File: src/rtl/reservation_station.sv
// Reservation station: holds issued ops until both operands arrive via CDB snoop,
// then dispatches the lowest-index ready entry to the ALU through registered outputs.
module reservation_station #(
   parameter int unsigned RS_SIZE  = 8,
   parameter int unsigned ROB_BITS = 4
) (
   input  logic                clk_in,
   input  logic                rstn_in,
   input  logic                rdy_in,
   input  logic                clear_in,
   input  logic                in_issue_enable,
   input  logic [5:0]          in_type,
   input  logic [31:0]         in_pc,
   input  logic [31:0]         in_imm,
   input  logic [ROB_BITS-1:0] in_reorder,
   input  logic                in_qj_valid,
   input  logic [ROB_BITS-1:0] in_qj,
   input  logic [31:0]         in_vj,
   input  logic                in_qk_valid,
   input  logic [ROB_BITS-1:0] in_qk,
   input  logic [31:0]         in_vk,
   output logic                out_full,
   input  logic                in_alu_cdb_enable,
   input  logic [ROB_BITS-1:0] in_alu_cdb_reorder,
   input  logic [31:0]         in_alu_cdb_result,
   input  logic                in_lsb_cdb_enable,
   input  logic [ROB_BITS-1:0] in_lsb_cdb_reorder,
   input  logic [31:0]         in_lsb_cdb_result,
   output logic                out_alu_enable,
   output logic [5:0]          out_alu_type,
   output logic [31:0]         out_alu_pc,
   output logic [31:0]         out_alu_imm,
   output logic [31:0]         out_alu_rs,
   output logic [31:0]         out_alu_rt,
   output logic [ROB_BITS-1:0] out_alu_reorder
);

   localparam int unsigned IdxW = (RS_SIZE > 1) ? $clog2(RS_SIZE) : 1;

   logic [RS_SIZE-1:0]  busy_q, busy_d;
   logic [RS_SIZE-1:0]  qjv_q, qjv_d;
   logic [RS_SIZE-1:0]  qkv_q, qkv_d;
   logic [5:0]          type_q [RS_SIZE];
   logic [5:0]          type_d [RS_SIZE];
   logic [31:0]         pc_q   [RS_SIZE];
   logic [31:0]         pc_d   [RS_SIZE];
   logic [31:0]         imm_q  [RS_SIZE];
   logic [31:0]         imm_d  [RS_SIZE];
   logic [ROB_BITS-1:0] rob_q  [RS_SIZE];
   logic [ROB_BITS-1:0] rob_d  [RS_SIZE];
   logic [ROB_BITS-1:0] qj_q   [RS_SIZE];
   logic [ROB_BITS-1:0] qj_d   [RS_SIZE];
   logic [ROB_BITS-1:0] qk_q   [RS_SIZE];
   logic [ROB_BITS-1:0] qk_d   [RS_SIZE];
   logic [31:0]         vj_q   [RS_SIZE];
   logic [31:0]         vj_d   [RS_SIZE];
   logic [31:0]         vk_q   [RS_SIZE];
   logic [31:0]         vk_d   [RS_SIZE];

   logic                alu_en_q, alu_en_d;
   logic [5:0]          alu_type_q, alu_type_d;
   logic [31:0]         alu_pc_q, alu_pc_d;
   logic [31:0]         alu_imm_q, alu_imm_d;
   logic [31:0]         alu_rs_q, alu_rs_d;
   logic [31:0]         alu_rt_q, alu_rt_d;
   logic [ROB_BITS-1:0] alu_rob_q, alu_rob_d;

   logic [RS_SIZE-1:0]  ready;
   logic                full;
   logic                disp_found;
   logic [IdxW-1:0]     disp_idx;
   logic [IdxW-1:0]     free_idx;
   logic [32:0]         opj, opk;

   // Returns {still_pending, value}; the ALU CDB wins when both buses carry the tag.
   function automatic logic [32:0] fwd(input logic pend, input logic [ROB_BITS-1:0] tag,
                                       input logic [31:0] val);
      logic [32:0] res;
      res = {pend, val};
      if (pend && in_alu_cdb_enable && in_alu_cdb_reorder == tag) begin
         res = {1'b0, in_alu_cdb_result};
      end else if (pend && in_lsb_cdb_enable && in_lsb_cdb_reorder == tag) begin
         res = {1'b0, in_lsb_cdb_result};
      end
      return res;
   endfunction

   assign ready    = busy_q & ~qjv_q & ~qkv_q;
   assign full     = &busy_q;
   assign out_full = full;

   always_comb begin
      disp_found = 1'b0;
      disp_idx   = '0;
      free_idx   = '0;
      for (int i = int'(RS_SIZE) - 1; i >= 0; i--) begin
         if (ready[i]) begin
            disp_found = 1'b1;
            disp_idx   = IdxW'(i);
         end
         if (!busy_q[i]) free_idx = IdxW'(i);
      end
   end

   always_comb begin
      busy_d = busy_q;
      qjv_d  = qjv_q;
      qkv_d  = qkv_q;
      type_d = type_q;
      pc_d   = pc_q;
      imm_d  = imm_q;
      rob_d  = rob_q;
      qj_d   = qj_q;
      qk_d   = qk_q;
      vj_d   = vj_q;
      vk_d   = vk_q;
      opj    = '0;
      opk    = '0;
      if (clear_in) begin
         busy_d = '0;
      end else if (rdy_in) begin
         for (int i = 0; i < int'(RS_SIZE); i++) begin
            if (busy_q[i]) begin
               {qjv_d[i], vj_d[i]} = fwd(qjv_q[i], qj_q[i], vj_q[i]);
               {qkv_d[i], vk_d[i]} = fwd(qkv_q[i], qk_q[i], vk_q[i]);
            end
         end
         if (disp_found) busy_d[disp_idx] = 1'b0;
         // The free slot is non-busy pre-edge, so it never collides with the dispatch slot.
         if (in_issue_enable && !full) begin
            opj                = fwd(in_qj_valid, in_qj, in_vj);
            opk                = fwd(in_qk_valid, in_qk, in_vk);
            busy_d[free_idx]   = 1'b1;
            type_d[free_idx]   = in_type;
            pc_d[free_idx]     = in_pc;
            imm_d[free_idx]    = in_imm;
            rob_d[free_idx]    = in_reorder;
            qj_d[free_idx]     = in_qj;
            qk_d[free_idx]     = in_qk;
            {qjv_d[free_idx], vj_d[free_idx]} = opj;
            {qkv_d[free_idx], vk_d[free_idx]} = opk;
         end
      end
   end

   always_comb begin
      alu_en_d   = 1'b0;
      alu_type_d = alu_type_q;
      alu_pc_d   = alu_pc_q;
      alu_imm_d  = alu_imm_q;
      alu_rs_d   = alu_rs_q;
      alu_rt_d   = alu_rt_q;
      alu_rob_d  = alu_rob_q;
      if (!clear_in && rdy_in && disp_found) begin
         alu_en_d   = 1'b1;
         alu_type_d = type_q[disp_idx];
         alu_pc_d   = pc_q[disp_idx];
         alu_imm_d  = imm_q[disp_idx];
         alu_rs_d   = vj_q[disp_idx];
         alu_rt_d   = vk_q[disp_idx];
         alu_rob_d  = rob_q[disp_idx];
      end
   end

   always_ff @(posedge clk_in or negedge rstn_in) begin
      if (!rstn_in) begin
         busy_q     <= '0;
         qjv_q      <= '0;
         qkv_q      <= '0;
         for (int i = 0; i < int'(RS_SIZE); i++) begin
            type_q[i] <= '0;
            pc_q[i]   <= '0;
            imm_q[i]  <= '0;
            rob_q[i]  <= '0;
            qj_q[i]   <= '0;
            qk_q[i]   <= '0;
            vj_q[i]   <= '0;
            vk_q[i]   <= '0;
         end
         alu_en_q   <= 1'b0;
         alu_type_q <= '0;
         alu_pc_q   <= '0;
         alu_imm_q  <= '0;
         alu_rs_q   <= '0;
         alu_rt_q   <= '0;
         alu_rob_q  <= '0;
      end else begin
         busy_q     <= busy_d;
         qjv_q      <= qjv_d;
         qkv_q      <= qkv_d;
         type_q     <= type_d;
         pc_q       <= pc_d;
         imm_q      <= imm_d;
         rob_q      <= rob_d;
         qj_q       <= qj_d;
         qk_q       <= qk_d;
         vj_q       <= vj_d;
         vk_q       <= vk_d;
         alu_en_q   <= alu_en_d;
         alu_type_q <= alu_type_d;
         alu_pc_q   <= alu_pc_d;
         alu_imm_q  <= alu_imm_d;
         alu_rs_q   <= alu_rs_d;
         alu_rt_q   <= alu_rt_d;
         alu_rob_q  <= alu_rob_d;
      end
   end

   assign out_alu_enable  = alu_en_q;
   assign out_alu_type    = alu_type_q;
   assign out_alu_pc      = alu_pc_q;
   assign out_alu_imm     = alu_imm_q;
   assign out_alu_rs      = alu_rs_q;
   assign out_alu_rt      = alu_rt_q;
   assign out_alu_reorder = alu_rob_q;

endmodule

File: config.mk
export PLATFORM = sky130hd
export DESIGN_NAME = reservation_station
export DESIGN_NICKNAME = d
export VERILOG_FILES = /design/src/rtl/reservation_station.sv
export SDC_FILE = /design/constraint.sdc
export NUM_CORES = 2
export LEC_CHECK = 0
export ABC_CLOCK_PERIOD_IN_PS = 3300
export CAP_MARGIN = 20
export CORE_ASPECT_RATIO = 0.9
export CORE_MARGIN = 1.5
export CORE_UTILIZATION = 35
export CTS_CLUSTER_DIAMETER = 200
export CTS_CLUSTER_SIZE = 40
export DETAILED_ROUTE_END_ITERATION = 6
export GPL_ROUTABILITY_DRIVEN = 0
export PLACE_DENSITY = 0.54
export SYNTH_ARGS = -nofsm -noshare
export SYNTH_HDL_FRONTEND = slang
export SYNTH_SLANG_ARGS = --single-unit
File: constraint.sdc
create_clock -name clk_in -period 3.3 [get_ports clk_in]
set_input_delay 0.33 -clock clk_in [delete_from_list [all_inputs] [get_ports clk_in]]
set_output_delay 0.33 -clock clk_in [all_outputs]
set_load 0.05 [all_outputs]
# After elaboration in Yosys (flattened, before gate mapping)
# Cells that the tools add are included.
[totals]
in_bits = 227
elab_cells = 422
ff_bits = 1331
[op_classes]
n_mux = 211
n_bitwise = 10
reduce_logical = 84
eq_ne = 36
magnitude_cmp = 7
[ops]
columns = ["op", "n"]
rows = [
  ["two-way mux 32 bit", 57],
  ["two-way mux 33 bit", 42],
  ["bitwise mux 256 bit", 4],
  ["two-way mux 256 bit", 2],
  ["binary-select mux 32 bit (select 3 bit)", 4],
  ["== test 4 bit", 36],
  ["bitwise mux 32 bit", 3],
  ["demux 32 bit (select 3 bit)", 1],
  ["logical AND 1 bit", 78],
  ["two-way mux 8 bit", 8],
  ["two-way mux 1 bit", 59],
  ["bitwise mux 48 bit", 1],
  ["two-way mux 3 bit", 16],
  ["bitwise AND 8 bit", 3],
  ["NOT 8 bit", 3],
  ["binary-select mux 6 bit (select 3 bit)", 1],
  ["demux 6 bit (select 3 bit)", 1],
  ["two-way mux 6 bit", 3],
  ["bitwise mux 8 bit", 2],
  ["binary-select mux 4 bit (select 3 bit)", 1],
  ["demux 4 bit (select 3 bit)", 1],
  ["two-way mux 4 bit", 3],
  ["greater-or-equal comparator 4 bit, second input constant", 2],
  ["< comparator 3 x 4 -> 1 bit, second input constant", 2],
  ["other kinds (11)", 15],
]

# Logic depth before layout (Yosys ltp)
[logic_depth]
depth_word = 24
mapped_depth = 12
depth_no_buf = 7

# Worst setup path before layout
# No wires, ideal clock.
[synth_path]
kind = "register -> register"
from = "register qjv_q[2]"
to = "register alu_pc_q[25] (netlist: out_alu_pc[25])"
path_buffers = 3
required_time_ns = 3.174
t_arrival_ns = 2.329
setup_slack_ns = 0.845
setup_time_ns = 0.126
synth_period_minus_slack_ns = 2.455
stages_incl_launch_ff = 11
cell_sequence = "dfrtp_1 > or3b_1 > a21boi_1 > and2_1 > buf_2 > a21oi_2 > buf_2 > buf_2 > mux2i_1 > o22ai_1 > o32a_1"
[synth_between]
elab_chain_cells = 10
word_cells_on_any_way = 14
classes_between = "mux: 9; bitwise: 4; reduce/logical: 1"
[synth_lines]
columns = ["element", "line", "rtl"]
rows = [
  ["start, declared", "41", "logic [RS_SIZE-1:0] qjv_q, qjv_d;"],
  ["start signal, assigned", "189", "qjv_q <= qjv_d;"],
  ["NOT 8 bit (*)", "88", "assign ready = busy_q & ~qjv_q & ~qkv_q;"],
  ["bitwise AND 8 bit (*) (2 in series)", "88", ""],
  ["two-way mux 3 bit (3 in series)", "97", "if (ready[i]) begin"],
  ["NOT 3 -> 4 bit (implied by the code)", "157", "alu_pc_d = pc_q[disp_idx];"],
  ["binary-select mux 32 bit (select 3 bit)", "157", ""],
  ["two-way mux 32 bit (implied by the code) (2 in series)", "157", ""],
  ["end signal, assigned", "201", "alu_pc_q <= alu_pc_d;"],
  ["end, declared", "62", "logic [31:0] alu_pc_q, alu_pc_d;"],
]
# Mark *: on every way between the ends. The rest lies on a longest branch, timed or not. The select of a mux whose other input is x is not followed.
# A chain may end at the register's enable or synchronous reset.

# Worst setup path after layout
[layout_path]
from = "register qjv_q[0]"
to = "register alu_imm_q[16] (netlist: out_alu_imm[16])"
[layout_between]
elab_chain_cells = 8
word_cells_on_any_way = 10
classes_between = "mux: 5; bitwise: 4; reduce/logical: 1"
[layout_lines]
columns = ["element", "line", "rtl"]
rows = [
  ["NOT 8 bit (*)", "88", ""],
  ["bitwise AND 8 bit (*) (2 in series)", "88", ""],
  ["two-way mux 3 bit", "97", ""],
  ["NOT 3 -> 4 bit (implied by the code)", "158", "alu_imm_d = imm_q[disp_idx];"],
  ["binary-select mux 32 bit (select 3 bit)", "158", ""],
  ["two-way mux 32 bit (implied by the code) (2 in series)", "158", ""],
  ["end signal, assigned", "202", "alu_imm_q <= alu_imm_d;"],
  ["end, declared", "63", "logic [31:0] alu_imm_q, alu_imm_d;"],
]
# Marked as above.

==> out/results.ini <==
[outcome]
run_status = completed

[sta]
timing.slew.headroom = 0.2290
setup_total_negative_slack_ns = 0
post-route-period-util = 0.9658
drv_slew = 0
finalCriticalPeriod_ns = 3.187
final-hold-violation-count = 0
max_freq_mhz = 313.8
final-setup-viol-count = 0
final.hold.worst_slack_ns = 0.2061
rsz_0062_raised_after_global_routing = no
tightestPinTransition_ns = 1.157
final.setup.worst_slack_ns = 0.1128
fin_skew_ns = 0.07158

[pwr]
p_per_area_mw_per_mm2 = 463.0
vdd_ir_drop_max_mv = 0.4062
report.power.total_mw = 35.70
total_leakage_power_nw = 33.52

[worst_setup_path]
cp_cell_sequence = or3b_2 > nand2_1 > or4_4 > buf_4 > o221ai_1 > o32a_1
timing_worst_setup_path_type = flip-flop to flip-flop
path_max_fanout = 46
worst_r2r_endpoint = out_alu_imm[16]
worst-endpoint-required_ns = 3.89
worst_path_largest_cell_delay_ns = 0.69
critical_path.reg2reg.startpoint = qjv_q[0]
worstSetupEndpointType = flip-flop
worst-path-stages = 6
worst-endpoint-arrival_ns = 3.78
critical_path_buf_inv_count = 1
critPathSlowestCell = sky130_fd_sc_hd__buf_4
rr_worst_depth = 6
critPathTopFamily = simple AND/OR/NAND/NOR gates
timing.critical_path.from_type = flip-flop
rrSetupSlack_ns = 0.11

[floorplanning]
start_util = 0.3515
die_ar_sq_mm = 0.1938
die_w_um = 463.9
placement_rows = 152
boundaryPins = 367
core-area_sq_mm = 0.1904
chipHeight_um = 417.8

[place]
postPlaceCellArea_sq_mm = 0.07600
port_buffers = 366
place_ws_ns = -0.01334
post-dp-hpwl_um = 175100

[synth]
synthesis.yosys.warnings = 0
mappedNetlistArea_sq_mm = 0.06691
share_of_flip_flops_with_an_asynchronous_set_or_reset_after_synthesis = 1.000
yosysSeqAreaShare = 0.4978
synth.area.top_cells = sky130_fd_sc_hd__dfrtp_1 (50%), sky130_fd_sc_hd__nand2_1 (11%), sky130_fd_sc_hd__a22oi_1 (11%)
syn_nets = 7439
synth_cells = 7212
synth_cell_types = 59
synth-edff-count = 0
syn_area_per_cell_sq_um = 9.278
synthFlopType = sky130_fd_sc_hd__dfrtp_1
synth_top_area_cell = sky130_fd_sc_hd__dfrtp_1
postSynthRegisterBits = 1331
synth_top_area_share = 0.4978

[global_route]
grt.total_usage = 0.2976
grt_antenna_before_repair = 34
first_global_vias = 59728
largest_net_degree_at_the_start_of_global_routing = 98
grt_first_pass_wirelength_um = 430700
grt-ovfl-total = 0

[detailed_routing]
post-route-drc-count = 0
via_per_inst = 6.264
wire_per_inst_um = 30.49
dr_total_vias = 61410
finalWirelength_um = 298900
dr.first_iter.drc_count = 8960
ant_nets = 0
dr.pass1.iters = 7

[cells_and_area]
flow.area_growth_from_synthesis_pct = 15.23
finalInstanceArea_sq_mm = 0.07710
final-seq-area_sq_mm = 0.03331
final_layout_size_suffix_gt1_frac = 0.09135
fillerInstances = 18543
num-nets-final = 7472
multi_input_combinational_cell_area_sq_mm = 0.03089

[clock_tree]
ctsHtreeMaxLevel = 2
tritoncts_clock_tree = yes
cts.repair.resized = 0
path_clk_slew_ns = 0.16
numCtsBuffers = 39
clock_sink_count = 1331
insertion_delay_ns = 0.73
cts_max_path_buffers = 3
clockRootBuffer = sky130_fd_sc_hd__clkbuf_16

[worst_hold_path]
hold_path_class = input pin to async pin

[flow_run]
max_capacitance_violation_count = 0

==> power by group <==
part	internal, mW	switching (mW)	total [mW]
clock network	2.25	5.30	7.54
logic	3.18	5.53	8.71
registers	18.0	1.47	19.4
==> cell families after synthesis <==
logic type | Yosys count | share of synthesized area
AOI/OAI and AO/OA | 2145 | 0.2267
xor gates and xnor gates | 117 | 0.01531
buffers and inverters | 818 | 0.04937
DFF | 1331 | 0.4978
muxes | 492 | 0.07562
and+or+nand+nor | 2309 | 0.1352
==> final cells by class <==
type                            instances  share of cell area
Tap cell                             2541             0.04123
Timing Repair Buffer                  783              0.1106
Multi-Input combinational cell       5063              0.4006
Sequential cell                      1331              0.4320
Clock inverter                          3           0.0007140
Antenna cell                           15           0.0004868
Clock buffer                           40             0.01298
Inverter                               27            0.001412
==> sequential cells by signal (all words and copies together) (netlist names) <==
| register | flops |
|---|---|
| pc_q | 256 |
| vk_q | 256 |
| qj_q | 32 |
| out_alu_imm | 32 |
| out_alu_reorder | 4 |
| qjv_q | 8 |
| rob_q | 32 |
| vj_q | 256 |
| out_alu_rs | 32 |
| out_alu_pc | 32 |
| busy_q | 8 |
| out_alu_type | 6 |
| qk_q | 32 |
| out_alu_enable | 1 |
| type_q | 48 |
| qkv_q | 8 |
| imm_q | 256 |
| out_alu_rt | 32 |
==> how the worst max path moves through the flow <==
| stage | start | to |
|---|---|---|
| detailed placement | in_alu_cdb_reorder[2] | vk_q[94] |
| floorplan | qjv_q[2] | out_alu_pc[25] |
| global route | qjv_q[0] | out_alu_imm[16] |
| finish | qjv_q[0] | out_alu_imm[16] |
| global placement | in_alu_cdb_reorder[2] | vk_q[30] |
| CTS | qjv_q[0] | out_alu_imm[16] |
==> metal layers <==
layer  wire length [um]  track usage  up-vias
met1             120700       0.4037    30906
met2             129400       0.4452     3935
met5                155            0        -
met4              17890       0.1540       22
met3              30750      0.06447      834
li1                   -            -    25713
==> cells in the final DEF (no fill, tap or decap), drive strengths merged, types with 28 or more instances in the layout <==
master,netlist,routed
o32a,92,92
a221o,155,155
o22ai,77,77
nand3,55,55
xnor2,52,52
o21ai,468,468
buf,179,418
o22a,46,46
mux2i,384,384
clkdlybuf4s50,0,364
mux2,108,108
a22oi,947,947
nand2,1945,1945
nor2,218,218
o221ai,117,117
a21oi,209,209
xor2,65,65
inv,27,28
clkbuf,612,40
dfrtp,1331,1331
==> Yosys cell counts (65+ instances only) <==
cell type and number:
sky130_fd_sc_hd__nand2_1 1945, sky130_fd_sc_hd__dfrtp_1 1331, sky130_fd_sc_hd__a22oi_1 947, sky130_fd_sc_hd__clkbuf_1 612, sky130_fd_sc_hd__o21ai_0 446, sky130_fd_sc_hd__mux2i_1 384
sky130_fd_sc_hd__nor2_1 216, sky130_fd_sc_hd__a21oi_1 208, sky130_fd_sc_hd__a221o_1 155, sky130_fd_sc_hd__o221ai_1 117, sky130_fd_sc_hd__buf_2 114, sky130_fd_sc_hd__mux2_2 108
sky130_fd_sc_hd__o32a_1 92, sky130_fd_sc_hd__o22ai_1 77, sky130_fd_sc_hd__xor2_1 65
==> repair_timing <==
| action | in CTS | in global routing |
|---|---|---|
| setup buffers | 0 | 0 |
| hold buffers | 1 | 0 |
| hold endpoints to repair | 59 | 0 |
==> stage by stage <==
stage          std cells  utilization
5_1_grt             9801       0.4050
3_3_place_gp        9744       0.3992
6_report            9803       0.4050
2_1_floorplan       7212            -
4_1_cts             9788       0.4048
3_5_place_dp        9744       0.3992
Power figures use the tool's default switching activity.
